==> config.mk <==
export PLATFORM = sky130hd
export DESIGN_NAME = dl_sequencer
export DESIGN_NICKNAME = d
export VERILOG_FILES = /design/src/rtl/dl_sequencer_pkg.sv /design/src/rtl/dl_fifo.sv /design/src/rtl/dl_sequencer.sv
export SDC_FILE = /design/constraint.sdc
export NUM_CORES = 1
export LEC_CHECK = 0
export CAP_MARGIN = 10
export CELL_PAD_IN_SITES_DETAIL_PLACEMENT = 1
export CELL_PAD_IN_SITES_GLOBAL_PLACEMENT = 2
export CORE_UTILIZATION = 32
export DETAILED_ROUTE_END_ITERATION = 8
export HOLD_SLACK_MARGIN = 0.03
export MAX_ROUTING_LAYER = met4
export PLACE_DENSITY = 0.8
export SLEW_MARGIN = 20
export SYNTH_ARGS = -nofsm -noshare
export SYNTH_HDL_FRONTEND = slang
export SYNTH_SLANG_ARGS = --single-unit
==> constraint.sdc <==
create_clock -name clk_sys -period 2.45 [get_ports clk_sys]
set_clock_uncertainty 0.1 [all_clocks]
set_input_delay 0.49 -clock clk_sys [delete_from_list [all_inputs] [get_ports clk_sys]]
set_output_delay 0.49 -clock clk_sys [all_outputs]
set_load 0.05 [all_outputs]
==> src/rtl/dl_sequencer_pkg.sv <==
// dl_sequencer_pkg
// Shared definitions for the download sequencer: FSM state encoding,
// one-hot target codes and the file-index to target decode.
package dl_sequencer_pkg;

  typedef enum logic [1:0] {
    ST_IDLE  = 2'd0,
    ST_LOAD  = 2'd1,
    ST_DRAIN = 2'd2,
    ST_DONE  = 2'd3
  } state_t;

  localparam logic [2:0] TGT_NONE   = 3'b000;
  localparam logic [2:0] TGT_BIOS   = 3'b001;
  localparam logic [2:0] TGT_SPRITE = 3'b010;
  localparam logic [2:0] TGT_MUSIC  = 3'b100;

  // Index 0 and 1 both load the BIOS region; unknown indices map to no target.
  function automatic logic [2:0] decode_target(input logic [7:0] idx);
    case (idx)
      8'd0, 8'd1: return TGT_BIOS;
      8'd3:       return TGT_SPRITE;
      8'd4:       return TGT_MUSIC;
      default:    return TGT_NONE;
    endcase
  endfunction

endpackage

==> src/rtl/dl_fifo.sv <==
// dl_fifo
// Synchronous show-ahead FIFO: o_data always presents the oldest entry.
// A push while full is accepted only when a pop happens on the same edge.
// Ports:
//   clk_sys, reset_n     clock, async active-low reset (empties the FIFO)
//   i_push, i_data       write strobe and data
//   i_pop                remove head (ignored when empty)
//   o_data               head entry (undefined when empty)
//   o_full, o_empty      occupancy flags
//   o_count              occupancy, 0..DEPTH
module dl_fifo #(
  parameter int W     = 25,
  parameter int DEPTH = 4
) (
  input  logic                   clk_sys,
  input  logic                   reset_n,
  input  logic                   i_push,
  input  logic [W-1:0]           i_data,
  input  logic                   i_pop,
  output logic [W-1:0]           o_data,
  output logic                   o_full,
  output logic                   o_empty,
  output logic [$clog2(DEPTH):0] o_count
);

  localparam int AW = $clog2(DEPTH);

  logic [W-1:0]  r_mem [DEPTH];
  logic [AW-1:0] r_wr_ptr;
  logic [AW-1:0] r_rd_ptr;
  logic [AW:0]   r_count;
  logic          w_do_push;
  logic          w_do_pop;

  assign o_empty   = (r_count == '0);
  assign o_full    = (r_count == (AW+1)'(DEPTH));
  assign w_do_pop  = i_pop && !o_empty;
  assign w_do_push = i_push && (!o_full || w_do_pop);

  always_ff @(posedge clk_sys) begin
    if (w_do_push) r_mem[r_wr_ptr] <= i_data;
  end

  // DEPTH is a power of two, so the pointers wrap naturally.
  always_ff @(posedge clk_sys or negedge reset_n) begin
    if (!reset_n) begin
      r_wr_ptr <= '0;
      r_rd_ptr <= '0;
      r_count  <= '0;
    end else begin
      if (w_do_push) r_wr_ptr <= r_wr_ptr + AW'(1);
      if (w_do_pop)  r_rd_ptr <= r_rd_ptr + AW'(1);
      r_count <= r_count + (AW+1)'(w_do_push) - (AW+1)'(w_do_pop);
    end
  end

  assign o_data  = r_mem[r_rd_ptr];
  assign o_count = r_count;

endmodule

==> src/rtl/dl_sequencer.sv <==
// dl_sequencer
// Routes an hps_io byte download to one of three write targets through a
// small buffer, holding the core in reset while the BIOS is reloaded.
// Optional feature: define DL_SEQUENCER_CHECKSUM_EN to accumulate a 16-bit
// sum of delivered bytes on dl_sum (otherwise dl_sum is tied to 0).
// Ports:
//   clk_sys, reset_n                 clock, async active-low reset
//   ioctl_download/wr/addr/dout/index  hps_io download interface
//   ioctl_wait                       backpressure to hps_io
//   tgt_req/addr/data, tgt_ack       per-target write handshake
//   core_reset                       system reset hold during BIOS load
//   dl_done, dl_error, dl_count, dl_sum  download status
//
// state    | meaning
// ---------+--------------------------------------------------
// ST_IDLE  | waiting for ioctl_download; status outputs held
// ST_LOAD  | accepting bytes into the buffer
// ST_DRAIN | download closed, emptying buffer to the target
// ST_DONE  | one-cycle completion, dl_done high
module dl_sequencer
  import dl_sequencer_pkg::*;
#(
  parameter int ADDR_W     = 17,
  parameter int FIFO_DEPTH = 4
) (
  input  logic              clk_sys,
  input  logic              reset_n,
  input  logic              ioctl_download,
  input  logic              ioctl_wr,
  input  logic [24:0]       ioctl_addr,
  input  logic [7:0]        ioctl_dout,
  input  logic [7:0]        ioctl_index,
  output logic              ioctl_wait,
  output logic [2:0]        tgt_req,
  output logic [ADDR_W-1:0] tgt_addr,
  output logic [7:0]        tgt_data,
  input  logic [2:0]        tgt_ack,
  output logic              core_reset,
  output logic              dl_done,
  output logic              dl_error,
  output logic [24:0]       dl_count,
  output logic [15:0]       dl_sum
);

  localparam int CW = $clog2(FIFO_DEPTH) + 1;

  state_t              r_state;
  state_t              w_state_nxt;
  logic [2:0]          r_target;
  logic [24:0]         r_count;
  logic                r_error;
  logic                r_wait;

  logic                w_fifo_full;
  logic                w_fifo_empty;
  logic [CW-1:0]       w_fifo_count;
  logic [ADDR_W+7:0]   w_head;
  logic [2:0]          w_tgt_req;
  logic                w_pop;
  logic                w_push;
  logic                w_drop;
  logic                w_start;
  logic                w_wr_load;
  logic                w_addr_ok;
  logic [CW-1:0]       w_occ_nxt;
  logic                w_wait_nxt;

  assign w_tgt_req = w_fifo_empty ? TGT_NONE : r_target;
  assign w_pop     = |(w_tgt_req & tgt_ack);
  assign w_addr_ok = ((ioctl_addr >> ADDR_W) == 25'd0);
  assign w_start   = (r_state == ST_IDLE) && ioctl_download;
  assign w_wr_load = (r_state == ST_LOAD) && ioctl_wr;
  // A pop on the same edge frees the slot, so a full buffer can still take the byte.
  assign w_push    = w_wr_load && (r_target != TGT_NONE) && w_addr_ok &&
                     (!w_fifo_full || w_pop);
  assign w_drop    = w_wr_load && !w_push;

  dl_fifo #(
    .W     (ADDR_W + 8),
    .DEPTH (FIFO_DEPTH)
  ) u_fifo (
    .clk_sys (clk_sys),
    .reset_n (reset_n),
    .i_push  (w_push),
    .i_data  ({ioctl_addr[ADDR_W-1:0], ioctl_dout}),
    .i_pop   (w_pop),
    .o_data  (w_head),
    .o_full  (w_fifo_full),
    .o_empty (w_fifo_empty),
    .o_count (w_fifo_count)
  );

  always_comb begin
    w_state_nxt = r_state;
    case (r_state)
      ST_IDLE:  if (ioctl_download) w_state_nxt = ST_LOAD;
      ST_LOAD:  if (!ioctl_download) w_state_nxt = ST_DRAIN;
      ST_DRAIN: if (w_fifo_empty && (w_tgt_req == TGT_NONE)) w_state_nxt = ST_DONE;
      ST_DONE:  w_state_nxt = ST_IDLE;
      default:  w_state_nxt = ST_IDLE;
    endcase
  end

  // Wait is raised one entry early: hps_io may still issue one more write
  // in the cycle after it sees ioctl_wait.
  assign w_occ_nxt  = w_fifo_count + CW'(w_push) - CW'(w_pop);
  assign w_wait_nxt = (w_state_nxt == ST_DRAIN) || (w_state_nxt == ST_DONE) ||
                      (w_occ_nxt >= CW'(FIFO_DEPTH - 1));

  always_ff @(posedge clk_sys or negedge reset_n) begin
    if (!reset_n) begin
      r_state  <= ST_IDLE;
      r_target <= TGT_NONE;
      r_count  <= '0;
      r_error  <= 1'b0;
      r_wait   <= 1'b0;
    end else begin
      r_state <= w_state_nxt;
      r_wait  <= w_wait_nxt;
      if (w_start) begin
        r_target <= decode_target(ioctl_index);
        r_count  <= '0;
        r_error  <= 1'b0;
      end else begin
        if (w_pop)  r_count <= r_count + 25'd1;
        if (w_drop) r_error <= 1'b1;
      end
    end
  end

`ifdef DL_SEQUENCER_CHECKSUM_EN
  logic [15:0] r_sum;

  always_ff @(posedge clk_sys or negedge reset_n) begin
    if (!reset_n)   r_sum <= '0;
    else if (w_start) r_sum <= '0;
    else if (w_pop) r_sum <= r_sum + {8'd0, w_head[7:0]};
  end

  assign dl_sum = r_sum;
`else
  assign dl_sum = 16'd0;
`endif

  assign ioctl_wait = r_wait;
  assign tgt_req    = w_tgt_req;
  // Head is masked while empty so the outputs read 0 out of reset.
  assign tgt_addr   = w_fifo_empty ? '0 : w_head[ADDR_W+7:8];
  assign tgt_data   = w_fifo_empty ? '0 : w_head[7:0];
  assign core_reset = (r_state != ST_IDLE) && (r_target == TGT_BIOS);
  assign dl_done    = (r_state == ST_DONE);
  assign dl_error   = r_error;
  assign dl_count   = r_count;

endmodule
==> results of run 1 <==
[final timing paths]
kind / end / slack (ns) / cells after the start
worst max-delay path: tgt_data[6] / -0.03 / 5
worst min-delay path: dl_error / 0.40 / 1
worst max register to register: ioctl_wait / 0.04 / 11
worst min register to register: dl_error / 0.40 / 1
max in group asynchronous: u_fifo.r_rd_ptr[0] / 1.28 / 3
min in group asynchronous: dl_count[7] / 0.41 / 2
[state kept, by name, summed over array words and instances (netlist names)]
register         count
ioctl_wait           1
r_target             3
dl_error             1
u_fifo.r_rd_ptr      2
u_fifo.r_mem       100
r_state              2
u_fifo.o_count       3
dl_count            25
u_fifo.r_wr_ptr      2
[placed cells by master, fill, tap and decap left out, types with 2 or more instances in the layout]
cell / Yosys / layout
nand2b_1: 3 / 3
xor2_1: 11 / 11
inv_1: 12 / 11
dfrtp_1: 39 / 38
xnor2_1: 11 / 11
o21ai_0: 12 / 12
or3_4: 0 / 3
nand3_1: 7 / 7
buf_12: 0 / 34
and2_1: 36 / 11
clkdlybuf4s50_1: 0 / 65
ha_1: 9 / 7
buf_6: 0 / 3
mux4_2: 25 / 25
nand2_1: 15 / 15
or3_1: 10 / 7
edfxtp_1: 100 / 100
conb_1: 1 / 16
clkbuf_16: 0 / 17
and2_4: 0 / 25
nor3_1: 7 / 6
nand4_1: 7 / 7
nand4_2: 3 / 3
buf_4: 16 / 21
and3_1: 4 / 4
dlymetal6s2s_1: 0 / 3
inv_6: 0 / 6
fa_2: 0 / 2
a21oi_1: 9 / 9
nor2_1: 21 / 21
inv_8: 0 / 3
dlygate4sd2_1: 0 / 6
buf_16: 0 / 2
[report_power, final]
part	total (µW)	switching (µW)	internal [µW]	leakage, µW
Clock	2510	1070	1440	0.000283
Sequential	2660	65.7	2590	0.00141
Combinational	2990	1440	1540	0.00155
[cell usage after synthesis (4+ instances only)]
master,n
a21oi_1,9
and2_1,36
and3_1,4
buf_2,4
buf_4,16
clkbuf_1,9
dfrtp_1,39
edfxtp_1,100
ha_1,9
inv_1,12
mux4_2,25
nand2_1,15
nand3_1,7
nand4_1,7
nor2_1,21
nor3_1,7
o21ai_0,12
or3_1,10
xnor2_1,11
xor2_1,11
[metal layers]
metal | global-route usage [%] | vias to the layer above | wire [µm]
met1 | 17.8 | 1897 | 5600
met4 | 5.79 | 0 | 182
met3 | 2.90 | 16 | 448
met5 | - | - | 0
met2 | 27.5 | 71 | 7440
li1 | - | 1705 | -
[timing repair]
action                                  in CTS  in global routing
pin swaps                                   29                  9
cloned                                       2                  0
hold buffers                                 1                  0
endpoints found under the hold margin       12                  0
endpoints found under the setup margin      28                 30
gates resized for setup                     38                 10
setup buffers                                5                  1
[through the flow]
stage	hold slack [ns]	utilization [%]	instances	total power (µW)
detailed placement	0.325	42.6	734	5370
floorplan	0.0944	-	406	4160
CTS	0.410	46.9	774	8270
finish	0.405	47.1	774	8150
global route	0.423	47.1	774	8460
global placement	0.314	42.6	734	5340
[worst max-delay path: stages, from the launching register on]
cell	delay, ns
dfrtp_2	0.39
buf_12	0.13
buf_12	0.13
mux4_2	0.51
and2_4	0.17
buf_12	0.14
[logic make-up after synthesis]
logic type | count (synthesis) | synth area share [%]
buf+inv | 41 | 3.65
flops | 139 | 66.4
other cells | 1 | 0.0626
xor+xnor | 22 | 3.21
fa+ha+maj | 11 | 2.55
compound gates | 27 | 2.69
simple gates | 125 | 12.1
mux | 25 | 9.39
[layout make-up]
class                      count  area, µm²  area share, %
tap                          229        287           3.35
inverter                      12       45.0          0.527
clock buffer                  18        429           5.02
clock inverter                14        153           1.79
sequential                   139       3980           46.6
multi-input combinational    226       1970           23.0
timing repair buffer         136       1680           19.7
==> flow_summary_export.csv, run 1 <==
group,metric,value,unit
synth,async_flop_share,28.1,%
floorplanning,fp.dieArea,19300,µm²
critical_path,cp_max_fo,7,
clock_tree,cts_made_buffers,17,
synth,synth_edf_count,100,
clock_tree,ctsHtreeMaxLevel,4,
global_route,grt.overflow.total,0,
sta,period_share,101,%
synth,ys_warn_count,0,
worst_hold_path,min_from,"dl_error",
sta,tns,-0.233,ns
drt,drt_first_pass_iters,8,
global_route,antenna_found_initial,0,
floorplanning,die_h,139,µm
drt,drt_iter0_drc,141,
sta,setup_slack,-0.0334,ns
drt,drc,7,
layout,fill_cells,1784,
sta,fmax,403,MHz
floorplanning,start_util,33.0,%
drt,routed_wl,13700,µm
global_route,grt.total_usage,15.7,%
layout,fin_nets,591,
critical_path,crit_path_start_kind,"register",
place,dp_hpwl,8990,µm
run_status,violations,"DRC, setup timing",
layout,diodes,0,
sta,worstMarginPinSlew,0.528,ns
layout,drive_gt1_share,29.7,%
global_route,grt_max_degree,26,
critical_path,rr_startpoint,"r_target[0]",
critical_path,worstPathRequired,1.86,ns
floorplanning,ios,121,
place,place_area,7730,µm²
drt,via_per_inst,4.77,
drt,drtAntennaViolNets,0,
global_route,grt_pass1_vias,4103,
clock_tree,cts_buffer_depth,2,
floorplanning,rows,49,
sta,rsz0062_at_grt,"yes",
synth,ys_seq_area_share,66.4,%
sta,period_needed,2.48,ns
synth,netlist.area_leader.share,50.1,%
layout,area_growth,42.5,%
synth,synth.largest_area_cell,"edfxtp_1",
critical_path,criticalPathCategory,"reg2out",
power,p_per_area,954,nW/µm²
clock_tree,cts_sinks,139,
place,post-place-ws,-0.551,ns
critical_path,cp-end-kind,"output pin",
floorplanning,die_w,139,µm
clock_tree,cts_tree,"built",
drt,routedWlPerCell,17.7,µm
synth,avgSynthCellArea,15.3,µm²
place,gp_congestion,0.777,
sta,setup_viol,17,
synth,synth_cell_types,41,
global_route,grt_first_pass_wirelength,22000,µm
critical_path,cp-startpoint,"u_fifo.r_rd_ptr[0]",
critical_path,crit_arrival,1.89,ns
clock_tree,path_clk_slew,0.06,ns
synth,ys_seq_elements,139,
sta,final_max_slew_viol_count,0,
worst_hold_path,hold_path_class,"reg2reg",
drt,vias,3689,
power,leakage,0.00324,µW
clock_tree,insertion_delay,0.42,ns
power,ir_worst_vdd,0.000501,V
synth,synth_area,5990,µm²
sta,max-slew-margin-rel,64.7,%
synth,synth_area_leaders,"edfxtp_1 50%, dfrtp_1 16%, mux4_2 9.4%",
sta,hold_viol_final,0,
floorplanning,core,18100,µm²
layout,stdcell_area,8540,µm²
flow_run,drv_cap,0,
clock_tree,root_buffer,"clkbuf_16",
place,port_buffers,104,
synth,synth_ff_type,"edfxtp_1",
run_status,outcome,"finished with violations",
synth,synth_cells,391,
Note: power is estimated with default switching activity, not from simulation.
==> run 2: changes to the inputs <==
ABC_AREA = 1   (was unset)
CORE_UTILIZATION = 29   (was 32)
GPL_TIMING_DRIVEN = 0   (was unset)
==> run 2 against run 1 <==
The flow now finishes without violations. Sequential power about the same. Count of clock-buffer cells in the layout shrank 1. Critical path depth grew 7. Final area is 3.4% higher. Critical path type is now in2reg. Via count grew 35%.
==> flow_summary_export.csv, run 2 <==
group,metric,value,unit
run_status,outcome,"completed",
drt,drt_first_pass_iters,6,
drt,routed_wl,18000,µm
global_route,grt_max_degree,28,
power,ir_worst_vdd,0.000523,V
global_route,grt.overflow.total,0,
critical_path,worstPathRequired,2.71,ns
clock_tree,path_clk_slew,0.07,ns
power,finalPower,9320,µW
synth,synth_ff_type,"edfxtp_1",
layout,regMostFlops,"u_fifo.r_mem",
place,place_area,8020,µm²
sta,worstMarginPinSlew,0.542,ns
layout,fin_nets,856,
layout,stdcell_count,1090,
clock_tree,cts_sinks,139,
clock_tree,root_buffer,"clkbuf_16",
synth,synth.largest_area_cell,"edfxtp_1",
clock_tree,cts_buffer_depth,2,
floorplanning,ios,121,
synth,async_flop_share,28.1,%
global_route,grt_use_met2,27.5,%
drt,via_per_inst,4.58,
layout,largest_register_ffs,100,
drt,drc,0,
critical_path,cp_max_fo,2,
critical_path,crit_path_start_kind,"primary input",
synth,synth_edf_count,100,
synth,ys_seq_area_share,62.0,%
clock_tree,cts_tree,"built",
power,p_per_area,1050,nW/µm²
drt,drt_iter0_drc,289,
sta,hold_viol_final,0,
place,gp_congestion,0.752,
layout,fin_util,40.6,%
synth,synth_cells,642,
flow_run,drv_cap,0,
layout,stdcell_area,8830,µm²
power,leakage,0.00342,µW
place,dp_cells,1046,
synth,avgSynthCellArea,10.0,µm²
sta,setup_viol,0,
drt,routedWlPerCell,16.5,µm
clock_tree,ctsHtreeMaxLevel,4,
synth,synth_area_leaders,"edfxtp_1 47%, dfrtp_1 15%, nor2_1 8.8%",
synth,synth.top_cells.by_count,"151 x nor2_1, 100 x edfxtp_1, 84 x nand2_1, 52 x o21ai_0, 42 x inv_1",
synth,ys_seq_elements,139,
critical_path,crit_arrival,2.65,ns
floorplanning,core,21800,µm²
floorplanning,rows,54,
sta,final_max_slew_viol_count,0,
layout,drive_gt1_share,18.4,%
synth,netlist.area_leader.share,46.8,%
clock_tree,cts_made_buffers,17,
floorplanning,die_h,151,µm
layout,layout_common_cells,"145 x nor2_1, 100 x edfxtp_1, 84 x nand2_1",
sta,period_share,97.6,%
drt,drtAntennaViolNets,0,
clock_tree,insertion_delay,0.43,ns
layout,area_growth,37.5,%
critical_path,criticalPathCategory,"in2reg",
global_route,grt_use_met1,21.3,%
sta,max-slew-margin-rel,63.8,%
place,port_buffers,104,
global_route,grt_first_pass_wirelength,27200,µm
global_route,grt-busiest-layer,"met2",
global_route,use_met3,2.77,%
layout,diodes,0,
floorplanning,fp.dieArea,22700,µm²
place,dp_hpwl,12500,µm
floorplanning,die_w,151,µm
layout,mostFrequentLayoutCell,"nor2_1",
sta,fmax,418,MHz
synth,synth_area,6420,µm²
global_route,antenna_found_initial,0,
sta,period_needed,2.39,ns
synth,synth_cell_types,40,
global_route,grt_pass1_vias,4884,
worst_hold_path,hold_path_class,"in2async",
global_route,grt.total_usage,16.8,%
synth,yosysMostFrequentCell,"nor2_1",
floorplanning,start_util,29.5,%
synth,ys_warn_count,0,
critical_path,cp-end-kind,"register",
drt,vias,4996,
-- run 2: changes by cell type after synthesis, moves of 10 or more --
cell,change
nand2_1,+69
inv_1,+30
o21ai_0,+40
o21ai_1,+10
nand3_1,+11
or3_1,-10
xnor2_1,-10
a21oi_1,+26
nor2_1,+130
mux4_2,-25
and2_1,-36
nand4_1,+10
-- run 2: logic make-up (layout without fill, tap and decap cells) --
kind of cell | count (synthesis) | count (layout) | synth area share (%)
flops | 139 | 139 | 62.0
simple gates | 286 | 286 | 18.7
buf+inv | 85 | 238 | 6.35
compound gates | 113 | 113 | 9.60
xor+xnor | 7 | 7 | 0.955
fa+ha+maj | 11 | 11 | 2.38
other cells | 1 | 16 | 0.0584
-- run 2: path summary, 6_finish.rpt --
| check | start | to | slack (ns) | depth (start not counted) |
|---|---|---|---|---|
| setup / recovery | ioctl_wr | ioctl_wait | 0.06 | 12 |
| setup reg to reg | u_fifo.o_count[0] | ioctl_wait | 0.08 | 11 |
| hold reg to reg | dl_count[0] | dl_count[0] | 0.42 | 1 |
| min in group clk_sys | dl_count[0] | dl_count[0] | 0.42 | 1 |
| hold / removal | reset_n | dl_count[19] | 0.40 | 2 |
| max in group asynchronous | reset_n | r_state[0] | 1.35 | 3 |
-- run 2: metal layers --
layer | part of all wire [%] | wire length [µm] | vias to the layer above
li1 | - | - | 2464
met1 | 45 | 8150 | 2405
met2 | 49 | 8760 | 107
met3 | 4.6 | 818 | 20
met4 | 1.3 | 227 | 0
met5 | 0 | 0 | -
-- run 2: through the flow --
stage | setup WS, ns | setup TNS [ns] | hold slack, ns
floorplan | -0.0813 | -8.13 | 0.0944
global placement | -1.63 | -188.30 | 0.407
detailed placement | -0.638 | -31.00 | 0.334
CTS | -0.0127 | -0.0240 | 0.407
global route | -0.0271 | -0.0528 | 0.419
finish | 0.0599 | 0 | 0.403
-- run 2: critical path, stage by stage --
cell and delay, ns:
clkdlybuf4s50_1 0.46, nand2_1 0.06, nor2_2 0.16, o31ai_1 0.09, nor2_1 0.17, nand2_4 0.09, ha_4 0.26, inv_1 0.03
ha_1 0.19, fa_2 0.53, nand2_1 0.06, nand3_1 0.07
-- run 2: layout make-up --
cell class	count	area (µm²)
fillers	2446	12900
inverters	46	188
clock buffers	17	425
repair buffers	121	1180
multi-input cells	433	2200
well taps	280	350
flip-flops and latches	139	3980
plain buffers	39	379
clock inverters	15	129
-- run 2: power breakdown --
part / switching (µW) / internal [µW] / leakage, µW
clock: 1090 / 1330 / 0.000266
combinational: 2830 / 1400 / 0.00174
sequential: 65.2 / 2600 / 0.00141
total: 3990 / 5330 / 0.00342
-- run 2: timing repair --
item / 4_1_cts / 5_1_grt
setup buffers: 1 / 10
setup endpoints to repair: 31 / 27
hold buffers: 1 / 0
pin swaps: 3 / 12
gates resized for setup: 208 / 44
hold endpoints to repair: 12 / 0
==> run 3: changes to the inputs <==
CORE_UTILIZATION = 33   (was 29)
PLACE_DENSITY = 0.85   (was 0.8)
clock period = 2.6 ns   (was 2.45 ns; I/O delays follow)
==> run 3 against run 2 <==
Register-to-register slack better by 0.05 ns. Global-route usage up 4.0 points. Worst setup slack better by 0.018 ns. Count of clock-buffer cells in the layout unchanged. Critical path type is now reg2out. Critical endpoint is now tgt_addr[14]. Largest cell class unchanged.
==> flow_summary_export.csv, run 3 (synthesized netlist as in run 2, its figures left out) <==
group,metric,value,unit
run_status,outcome,"completed",
layout,area_growth,34.4,%
drt,drc,0,
place,dp_hpwl,13300,µm
place,post-place-ws,-0.548,ns
floorplanning,ios,121,
critical_path,r2r_cells,10,
layout,mostFrequentLayoutCell,"nor2_1",
critical_path,reg2reg_slack,0.13,ns
floorplanning,rows,50,
power,leakage,0.00336,µW
floorplanning,core,18900,µm²
global_route,grt.total_usage,20.8,%
floorplanning,die_h,142,µm
critical_path,worstPathRequired,1.98,ns
clock_tree,root_buffer,"clkbuf_16",
drt,vias,5187,
drt,routed_wl,19100,µm
power,p_per_area,1010,nW/µm²
clock_tree,cts_buffer_depth,2,
critical_path,crit_path_start_kind,"register",
critical_path,cp-end-kind,"output pin",
flow_run,drv_cap,0,
drt,via_per_inst,4.88,
drt,drt_first_pass_iters,4,
floorplanning,die_w,142,µm
sta,period_needed,2.52,ns
critical_path,cpMostUsedCell,"clkbuf_4",
global_route,grt_max_degree,31,
layout,layout_common_cells,"146 x nor2_1, 100 x edfxtp_1, 84 x nand2_1",
sta,setup_slack,0.0778,ns
clock_tree,cts_tree,"built",
worst_hold_path,hold_path_class,"in2async",
layout,regMostFlops,"u_fifo.r_mem",
critical_path,criticalPathCategory,"reg2out",
layout,fill_cells,2147,
clock_tree,insertion_delay,0.43,ns
critical_path,cp-startpoint,"u_fifo.r_rd_ptr[0]",
critical_path,critPathSlowestCell,"dfrtp_1",
sta,rsz0062_at_grt,"yes",
floorplanning,fp.dieArea,20000,µm²
drt,drt_iter0_drc,227,
global_route,grt_pass1_vias,5676,
floorplanning,start_util,34.0,%
sta,max-slew-margin-rel,60.2,%
layout,drive_gt1_share,16.8,%
layout,fin_util,45.7,%
critical_path,cp-endpoint,"tgt_addr[14]",
drt,drtAntennaViolNets,0,
clock_tree,path_clk_slew,0.06,ns
sta,fmax,396,MHz
clock_tree,cts_sinks,139,
critical_path,cp_max_fo,10,
critical_path,crit_arrival,1.90,ns
sta,final_max_slew_viol_count,0,
sta,worstMarginPinSlew,0.595,ns
power,ir_worst_vdd,0.000490,V
clock_tree,ctsHtreeMaxLevel,4,
sta,setup_viol,0,
global_route,grt_first_pass_wirelength,30200,µm
critical_path,critPathMaxStageDelay,0.36,ns
clock_tree,cts_made_buffers,17,
critical_path,path_cells,"clkbuf_4 > inv_2 > clkbuf_4 > o21ai_0 > a21oi_1 > buf_4",
critical_path,timing.rr.end,"u_fifo.o_count[2]",
place,gp_congestion,0.878,
layout,fin_nets,848,
sta,period_share,97.0,%
drt,routedWlPerCell,18.0,µm
global_route,antenna_found_initial,1,
critical_path,rr_startpoint,"u_fifo.o_count[0]",
layout,largest_register_ffs,100,
place,port_buffers,104,
sta,hold_viol_final,0,
global_route,grt.overflow.total,0,
run 3: cell count changes in the layout (fill, tap and decap cells not counted), moves of 5 or more:
cell,previous run,this run
buf_2,6,14
buf_8,5,0
buf_4,52,45
clkbuf_4,1,6
clkinv_4,1,7
buf_6,13,6
inv_6,9,4
run 3: per-stage QoR:
step	total power, µW	setup TNS [ns]	hold WS, ns	instances	instance area, µm²
global placement	6210	-168.10	0.411	1021	7850
floorplan	4970	0	0.124	657	6480
detailed placement	6330	-23.30	0.315	1026	8000
finish	8680	0	0.402	1063	8630
CTS	8650	0	0.391	1060	8570
global route	9090	-0.0124	0.404	1063	8630
run 3: layout make-up:
class	instances	area, µm²	share of cell area, %
plain buffers	39	305	3.54
clock buffers	17	425	4.93
flip-flops and latches	139	3980	46.1
repair buffers	113	1100	12.8
inverters	46	180	2.09
clock inverters	15	164	1.90
diodes	1	2.50	0.0290
well taps	260	325	3.77
multi-input cells	433	2150	24.9
run 3: how the worst min path moves through the flow:
stage                           from      endpoint  slack, ns
after global routing         reset_n  dl_count[19]       0.40
after detailed placement     reset_n  dl_count[19]       0.32
after CTS                    reset_n  dl_count[19]       0.39
after floorplan              reset_n   dl_count[0]       0.12
after global placement    r_state[0]    r_state[0]       0.41
final                        reset_n  dl_count[19]       0.40
run 3: report_power, final:
group	internal [µW]	switching [µW]	total (µW)
logic	1090	2670	3760
clock network	1430	987	2410
registers	2450	57.0	2510
total	4970	3710	8680
run 3: metal layers:
layer	GRT usage, %	part of all wire [%]
met5	-	0
met4	6.17	1.5
met2	36.5	52
met3	4.02	3.9
met1	24.1	43
run 3: timing repair:
item,in CTS,in global routing
pin swaps,2,8
endpoints found under the hold margin,9,0
endpoints found under the setup margin,30,28
setup buffers,1,2
hold buffers,1,0
resized for setup,174,44
run 3: worst max-delay path: cells and delay by family (launching register included):
kind | cells | cell delay (ns)
buffers and inverters | 4 | 0.76
flip-flops | 1 | 0.36
AO/OA/AOI/OAI | 2 | 0.34
==> variant (flow settings as in run 3) <==
Build with the macro `DL_SEQUENCER_CHECKSUM_EN` defined.
--- a/src/rtl/dl_sequencer.sv
+++ b/src/rtl/dl_sequencer.sv
@@ -18,4 +18,6 @@
 // ST_DRAIN | download closed, emptying buffer to the target
 // ST_DONE  | one-cycle completion, dl_done high
+`define DL_SEQUENCER_CHECKSUM_EN
+
 module dl_sequencer
   import dl_sequencer_pkg::*;
Behaviour: not the same (a bounded check fails within 4 cycles, from zero or initial values and one cycle with reset_n low).
==> variant against run 3 <==
- setup slack lost 58 ps
- register-to-register slack got worse by 40 ps
- area after synthesis increased by 19%
- sequential cell count grew 16
- total power grew 17%
- design area grew 19%
- wire length increased by 21%
- die area up 19%
- largest cell class unchanged
==> variant: results <==
drt:
  initialDrtViolationCount: 294
  wl_per_cell_um: 18.0
  num_vias: 6392
  drtPass1Iterations: 4
  drt-total-wl_um: 23100
setup_path:
  r2r_end: "dl_sum[8]$_DFFE_PN0P_"
  slowest_delay_ps: 370
  crit_family: "buffers and inverters"
  crit_arrival_ps: 1960
  cp_max_fo: 10
  r2r_slack_ps: 90
  rr_worst_depth: 18
  r2r-start: "u_fifo.r_rd_ptr[0]$_DFFE_PN0P_"
  cp_slowest_cell: "dfrtp_1"
clock_network:
  clock_latency_ps: 430
  path_clk_slew_ps: 70
  cts_root_buffer: "clkbuf_16"
  cts_buffers: 17
  cts.path.max_buffers: 2
  h-tree-depth: 4
finish:
  fill_cells: 2578
  drive_gt1_frac: 0.164
  regMostFlops: "u_fifo.r_mem"
  largest_reg_flops: 100
  final_nets: 1047
synthesis:
  yosysWarningCount: 0
  synth_seq_area_share: 0.573
  synth_nets: 891
  synth_ff_type: "edfxtp_1"
  ys_types: 42
  syn_inst: 823
  synth-async-reset-ratio: 0.355
  ys_top_cells_by_area: "edfxtp_1, dfrtp_1, nand2_1"
  synthTopCellsByCount: "nand2_1, nor2_1, edfxtp_1"
run_status:
  status: "finished clean"
grt:
  grt_pass1_vias: 6517
  grt_max_degree: 30
  antenna_found_initial: 2
  grt_pass1_wl_um: 36200
  track_usage: 0.206
power:
  ir_drop_mv: 0.891
  p_leak_nw: 4.08
  p_sw_mw: 4.59
  power_frac_comb: 0.473
  pg_seq_mw: 2.83
  p_seq_frac: 0.279
timing:
  drv_slew: 0
  slew_headroom: 0.598
placed_design:
  dpl.hpwl_um: 16300
  gp_congestion: 0.796
  placedCellCount: 1233
  pre_cts_ws_ps: -550
  port-buffer-count: 120
worst_hold_path:
  hold_class: "in -> async"
==> variant: cell count changes after synthesis, moves of 8 or more <==
cell / run 3 / this run
nand2_1: 84 / 158
inv_1: 42 / 64
nand3_1: 18 / 38
dfrtp_1: 39 / 55
buf_4: 17 / 4
a21oi_1: 35 / 46
ha_1: 9 / 17
==> variant: kinds of logic after synthesis <==
family	after synthesis	synth area share
flops	155	0.573
buf+inv	103	0.0555
compound gates	129	0.0900
xor+xnor	15	0.0172
simple gates	401	0.229
fa+ha+maj	20	0.0357
==> variant: worst register-to-register path: stages (launching register included) <==
cell     delay (ps)
dfrtp_1         370
buf_6           140
buf_4           140
nor2_1          120
nor2_1           70
o21ai_2          70
nand2_2         120
ha_4            190
fa_2            380
nand3_1          90
nand3_2          80
nand2_1          80
nand2_2          80
nand2_1          70
nand2_1          60
nand2_2          80
nand2_1          50
nand2_1          50
nor2_1           50
==> variant: through the flow <==
stage / instance area, um2 / setup TNS [ps] / hold slack [ps]
final: 10200 / 0 / 444
after detailed placement: 9360 / -17830 / 368
after global placement: 9200 / -215970 / 390
after CTS: 10000 / 0 / 413
after global routing: 10200 / -296 / 475
after floorplan: 7640 / 0 / 124
==> variant: layout make-up <==
| cell class | count | share of cell area |
|---|---|---|
| Buffer | 29 | 0.0214 |
| Antenna cell | 2 | 0.000488 |
| Clock buffer | 17 | 0.0415 |
| Clock inverter | 15 | 0.0171 |
| Tap cell | 285 | 0.0348 |
| Inverter | 74 | 0.0281 |
| Sequential cell | 155 | 0.427 |
| Multi-Input combinational cell | 565 | 0.298 |
| Timing Repair Buffer | 137 | 0.132 |
==> variant: layer usage <==
layer	vias to the layer above	global-route usage	share of wire
met5	-	-	0
met4	0	0.0500	0.011
met3	22	0.0375	0.032
met2	106	0.357	0.52
met1	3175	0.247	0.43
li1	3089	-	-
==> variant: worst max path at each step <==
stage | startpoint | endpoint | slack, ps | depth (start not counted)
final | u_fifo.r_rd_ptr[0]$_DFFE_PN0P_ | tgt_addr[1] | 20 | 6
after global routing | u_fifo.r_rd_ptr[0]$_DFFE_PN0P_ | tgt_data[2] | -60 | 8
after CTS | u_fifo.r_rd_ptr[0]$_DFFE_PN0P_ | dl_sum[13]$_DFFE_PN0P_ | 2 | 15
after detailed placement | ioctl_wr | ioctl_wait$_DFF_PN0_ | -550 | 12
after global placement | ioctl_wr | u_fifo.r_mem[1][16]$_DFFE_PP_ | -1480 | 7
after floorplan | r_target[1]$_DFFE_PN0P_ | core_reset | 10 | 1
==> variant: what timing repair did <==
item	CTS	global route
pin swaps	6	11
setup buffers	3	8
gates cloned	0	0
setup endpoints to repair	42	39
hold buffers	1	0
hold endpoints to repair	26	0
gates resized for setup	190	51
